===== src/rtl/alu_pkg.sv =====
// Shared types and helpers for the ALU requester front end.
package alu_pkg;

  localparam int unsigned OP_W   = 4;
  localparam int unsigned DATA_W = 8;

  // ALU operation encodings as seen on ALU_Sel
  typedef enum logic [OP_W-1:0] {
    OP_ADD = 4'd0,
    OP_SUB = 4'd1,
    OP_MUL = 4'd2,
    OP_DIV = 4'd3
  } op_e;

  // Select value that parks the ALU in its default/no-op behaviour
  localparam logic [OP_W-1:0] ALU_SEL_IDLE = 4'hF;

  typedef enum logic [1:0] {
    ST_IDLE,
    ST_ISSUE,
    ST_WAIT,
    ST_RESP
  } state_e;

  // A command may reach the ALU only if the opcode exists and it is not a divide by zero
  function automatic logic is_legal(input logic [OP_W-1:0] op, input logic [DATA_W-1:0] b);
    return (op <= OP_DIV) && !((op == OP_DIV) && (b == 8'd0));
  endfunction

endpackage


===== src/rtl/alu_requester.sv =====
// Command/response front end that sequences one operation at a time through the registered ALU.
module alu_requester
  import alu_pkg::*;
#(
  parameter int unsigned ALU_LATENCY = 1,
  parameter int unsigned TAG_W       = 4
) (
  input  logic             clock,
  input  logic             reset,
  input  logic             cmd_valid,
  output logic             cmd_ready,
  input  logic [3:0]       cmd_op,
  input  logic [7:0]       cmd_a,
  input  logic [7:0]       cmd_b,
  input  logic [TAG_W-1:0] cmd_tag,
  output logic [7:0]       alu_a,
  output logic [7:0]       alu_b,
  output logic [3:0]       alu_sel,
  input  logic [7:0]       alu_out,
  input  logic             alu_carry,
  output logic             rsp_valid,
  input  logic             rsp_ready,
  output logic [7:0]       rsp_data,
  output logic             rsp_carry,
  output logic             rsp_err,
  output logic [TAG_W-1:0] rsp_tag,
  output logic [15:0]      ops_done,
  output logic [7:0]       err_cnt
);

  localparam int unsigned CNT_W = 3;
  localparam logic [CNT_W-1:0] WAIT_LAST = CNT_W'(ALU_LATENCY - 1);

  state_e           state_q;
  logic [CNT_W-1:0] wait_cnt_q;
  logic [3:0]       op_q;
  logic             cmd_ready_q;
  logic [7:0]       alu_a_q;
  logic [7:0]       alu_b_q;
  logic [3:0]       alu_sel_q;
  logic             rsp_valid_q;
  logic [7:0]       rsp_data_q;
  logic             rsp_carry_q;
  logic             rsp_err_q;
  logic [TAG_W-1:0] rsp_tag_q;
  logic [15:0]      ops_done_q;
  logic [7:0]       err_cnt_q;

  // Control FSM: accept, drive ALU, wait out its latency, hold the response until taken
  always_ff @(posedge clock) begin
    if (reset) begin
      state_q     <= ST_IDLE;
      wait_cnt_q  <= '0;
      op_q        <= ALU_SEL_IDLE;
      cmd_ready_q <= 1'b0;
      alu_a_q     <= 8'd0;
      alu_b_q     <= 8'd0;
      alu_sel_q   <= ALU_SEL_IDLE;
      rsp_valid_q <= 1'b0;
      rsp_data_q  <= 8'd0;
      rsp_carry_q <= 1'b0;
      rsp_err_q   <= 1'b0;
      rsp_tag_q   <= '0;
      ops_done_q  <= 16'd0;
      err_cnt_q   <= 8'd0;
    end else begin
      case (state_q)
        ST_IDLE: begin
          if (cmd_valid && cmd_ready_q) begin
            op_q        <= cmd_op;
            rsp_tag_q   <= cmd_tag;
            cmd_ready_q <= 1'b0;
            if (is_legal(cmd_op, cmd_b)) begin
              alu_a_q   <= cmd_a;
              alu_b_q   <= cmd_b;
              alu_sel_q <= cmd_op;
              state_q   <= ST_ISSUE;
            end else begin
              // Illegal: answer immediately, ALU stays parked
              rsp_valid_q <= 1'b1;
              rsp_data_q  <= 8'd0;
              rsp_carry_q <= 1'b0;
              rsp_err_q   <= 1'b1;
              state_q     <= ST_RESP;
            end
          end else begin
            cmd_ready_q <= 1'b1;
          end
        end

        ST_ISSUE: begin
          wait_cnt_q <= '0;
          state_q    <= ST_WAIT;
        end

        ST_WAIT: begin
          if (wait_cnt_q == WAIT_LAST) begin
            rsp_valid_q <= 1'b1;
            rsp_data_q  <= alu_out;
            rsp_carry_q <= (op_q == OP_ADD) && alu_carry;
            rsp_err_q   <= 1'b0;
            alu_a_q     <= 8'd0;
            alu_b_q     <= 8'd0;
            alu_sel_q   <= ALU_SEL_IDLE;
            state_q     <= ST_RESP;
          end else begin
            wait_cnt_q <= wait_cnt_q + CNT_W'(1);
          end
        end

        ST_RESP: begin
          if (rsp_ready) begin
            rsp_valid_q <= 1'b0;
            cmd_ready_q <= 1'b1;
            ops_done_q  <= ops_done_q + 16'd1;
            if (rsp_err_q && (err_cnt_q != 8'hFF)) begin
              err_cnt_q <= err_cnt_q + 8'd1;
            end
            state_q <= ST_IDLE;
          end
        end

        default: state_q <= ST_IDLE;
      endcase
    end
  end

  assign cmd_ready = cmd_ready_q;
  assign alu_a     = alu_a_q;
  assign alu_b     = alu_b_q;
  assign alu_sel   = alu_sel_q;
  assign rsp_valid = rsp_valid_q;
  assign rsp_data  = rsp_data_q;
  assign rsp_carry = rsp_carry_q;
  assign rsp_err   = rsp_err_q;
  assign rsp_tag   = rsp_tag_q;
  assign ops_done  = ops_done_q;
  assign err_cnt   = err_cnt_q;

endmodule


===== config.mk =====
export PLATFORM = sky130hd
export DESIGN_NAME = alu_requester
export DESIGN_NICKNAME = d
export VERILOG_FILES = /design/src/rtl/alu_pkg.sv /design/src/rtl/alu_requester.sv
export SDC_FILE = /design/constraint.sdc
export NUM_CORES = 1
export LEC_CHECK = 0
export CAP_MARGIN = 30
export CORE_MARGIN = 2
export CORE_UTILIZATION = 46
export DETAILED_ROUTE_END_ITERATION = 16
export HOLD_SLACK_MARGIN = 0.08
export PLACE_DENSITY = 0.8
export SYNTH_ARGS = -nofsm -noshare
export SYNTH_HDL_FRONTEND = slang
export SYNTH_SLANG_ARGS = --single-unit

===== constraint.sdc =====
create_clock -name clock -period 2.49 [get_ports clock]
set_clock_uncertainty 0.2 [all_clocks]
set_input_delay 0.249 -clock clock [delete_from_list [all_inputs] [get_ports clock]]
set_output_delay 0.249 -clock clock [all_outputs]
set_load 0.03 [all_outputs]

==> impl_metrics.json <==
{
  "setup_slack_ps": 72.4,
  "synth.cell_area_um2": 3040,
  "die_h_um": 85.4,
  "antenna_found_initial": 0,
  "crit_chain": "inv_1 -> ha_2 -> or3b_1 -> a221o_1 -> or4_1 -> a21o_1",
  "ys.warnings.count": 0,
  "drtAntennaViolNets": 0,
  "synth_cell_types": 50,
  "crit_family": "simple AND/OR/NAND/NOR gates",
  "dp_slack_ps": -83.6,
  "multiInputGateArea_um2": 1550,
  "synth_common_cells": "dfxtp_1, a21oi_1, nand2_1",
  "max_cap_viol_count": 0,
  "placementRows": 29,
  "power_leakage_nw": 1.51,
  "diodes": 0,
  "layout.nets": 483,
  "crit_path_top_delay_cell": "or4_1",
  "grt_use_total": 0.212,
  "h-tree-depth": 3,
  "async_flop_share": 0,
  "report.final.hold_viol_count": 0,
  "rsz0062_at_grt": "no",
  "via_per_inst": 5.71,
  "area_delta_synth_final_pct": 42.9,
  "cp_data_arrival_time_ps": 2450,
  "drt-initial-drc-count": 175,
  "io_pins": 97,
  "drt_first_pass_iters": 4,
  "worst-setup-path-type": "reg -> reg",
  "path_buf_inv": 1,
  "cts_buffer_depth": 2,
  "final-seq-area_um2": 1380,
  "slowest_delay_ps": 480,
  "nFillCells": 544,
  "die_w_um": 85.4,
  "grt_pass1_wl_mm": 12.5,
  "routed_wl_mm": 7.79,
  "portBuffers": 96,
  "clkSinkCount": 69,
  "synth.top_cells.by_area": "dfxtp_1, a21oi_1, o2111ai_1, o21ai_0, nand2_1",
  "die-area_um2": 7280,
  "clock_latency_ps": 340,
  "ys_seq_area_frac": 0.454,
  "clockRootBuffer": "clkbuf_8",
  "route.detailed.drc": 0,
  "coreArea_um2": 6390,
  "worstHoldPathCells": 3,
  "cp-end-kind": "flop",
  "finalSetupViolations": 0,
  "startpoint_type": "flop",
  "worstMarginPinSlew_ps": 664,
  "syn_inst": 338,
  "dp_hpwl_mm": 5.58,
  "period_share": 0.971,
  "r2r_slack_ps": 70,
  "yosysTopAreaCellShare": 0.454,
  "yosys_most_used_dff": "dfxtp_1",
  "hp-class": "in -> reg",
  "final_layout_size_suffix_gt1_frac": 0.0858,
  "slew_headroom": 0.557,
  "initial_core_util": 0.477,
  "num_vias": 2967,
  "avgSynthCellArea_um2": 9.01,
  "min_period_ps": 2420,
  "crit_cells": 6,
  "power_density_nw_per_um2": 845,
  "syn_nets": 383,
  "synth-edff-count": 0,
  "gp_congestion": 0.903,
  "fmax_ghz": 0.414,
  "final_max_slew_viol_count": 0,
  "setup_tns_ps": 0,
  "worstPathMaxFanout": 6,
  "ys_ff_latch": 69,
  "final_util": 0.681,
  "r2r_cells": 6,
  "critical_path_required_ps": 2520,
  "status": "finished, final reports clean",
  "grt_pass1_vias": 2662,
  "grt_overflow": 0,
  "synth_top_area_cell": "dfxtp_1",
  "routedWlPerCell_um": 15.0,
  "grt_max_degree": 52,
  "yosys.cell_count.top_type": "dfxtp_1",
  "cts_tree": "built",
  "max-vdd-ir-drop_mv": 0.463,
  "cts_made_buffers": 9,
  "clk_pin_slew_worst_paths_ps": 80
}
registers in the layout, summed over array words and instances (netlist names):
signal / flops
alu_a: 8
alu_b: 8
alu_sel: 4
cmd_ready: 1
err_cnt: 8
op_q: 4
ops_done: 16
rsp_carry: 1
rsp_data: 8
rsp_err: 1
rsp_tag: 4
rsp_valid: 1
state_q: 2
wait_cnt_q: 3
cells by family (layout without fill, tap and decap cells):
kind of cell	after synthesis	count (layout)	share of synthesized area
flops	69	69	0.454
buf+inv	32	137	0.0436
mux	4	4	0.0132
fa+ha+maj	8	8	0.0329
simple gates	105	105	0.180
compound gates	106	106	0.236
xor+xnor	14	14	0.0403
worst register-to-register path: cells and delay by family (launching register included):
| family | cells | cell delay [ps] |
|---|---|---|
| and+or+nand+nor | 2 | 910 |
| AOI/OAI and AO/OA | 2 | 520 |
| buffers and inverters | 1 | 110 |
| adders and majority gates | 1 | 250 |
| DFF | 1 | 330 |
layer usage:
layer | vias to the layer above | global-route usage | part of all wire
li1 | 1459 | - | -
met1 | 1380 | 0.289 | 0.45
met2 | 110 | 0.323 | 0.46
met3 | 18 | 0.0379 | 0.059
met4 | 0 | 0.102 | 0.028
met5 | - | 0 | 0
cell usage in the layout (no fill, tap or decap), types with 2 or more instances in the layout:
master / n
a211oi_1: 2
clkbuf_8: 9
nand2_1: 28
nor4b_1: 2
inv_1: 11
ha_1: 7
buf_4: 13
nor2_1: 24
and4_1: 4
clkinvlp_4: 2
o21ai_0: 22
or3_1: 4
a21oi_1: 31
xor2_1: 8
or4_1: 8
a21o_1: 3
o311a_1: 2
nand4_1: 4
o21bai_1: 2
and2_1: 2
a22o_1: 8
mux2i_1: 4
clkdlybuf4s50_1: 95
o21ba_2: 2
clkinv_2: 3
nor4_1: 4
a2111oi_0: 2
bufinv_16: 2
nand2b_1: 2
dfxtp_1: 69
nand3_1: 14
o31ai_1: 6
xnor2_1: 6
o2111ai_1: 16
worst paths after layout:
path               from         end
max          state_q[0]  alu_sel[2]
min          cmd_tag[1]  rsp_tag[1]
max reg2reg  state_q[0]  alu_sel[2]
min reg2reg  rsp_tag[0]  rsp_tag[0]
metrics by stage:
step / hold WS (ps) / total power [mW] / cell area, um^2 / std cells
final: 256 / 3.68 / 4350 / 520
after global routing: 266 / 3.87 / 4350 / 520
after detailed placement: 248 / 2.68 / 4100 / 503
after CTS: 246 / 3.65 / 4330 / 520
after floorplan: 173 / 2.21 / 3040 / 338
after global placement: 241 / 2.64 / 4100 / 503
final cells by class:
class	instances	share of cell area
clock buffer	9	0.0285
clock inverter	7	0.0207
inverter	11	0.00949
multi-input combinational	237	0.357
sequential	69	0.318
tap	77	0.0222
timing repair buffer	110	0.245
what timing repair did:
action                                  in CTS  in global routing
gates resized for setup                      0                  4
setup buffers                                0                  0
hold buffers                                 1                  0
hold endpoints to repair                     1                  0
endpoints found under the setup margin       0                 23
report_power, final:
part	leakage [nW]	total, mW	switching (mW)	internal [mW]
Clock	0.105	0.972	0.415	0.558
Combinational	0.843	1.38	0.853	0.531
Sequential	0.559	1.32	0.0835	1.24
Note: power is estimated with default switching activity, not from simulation.
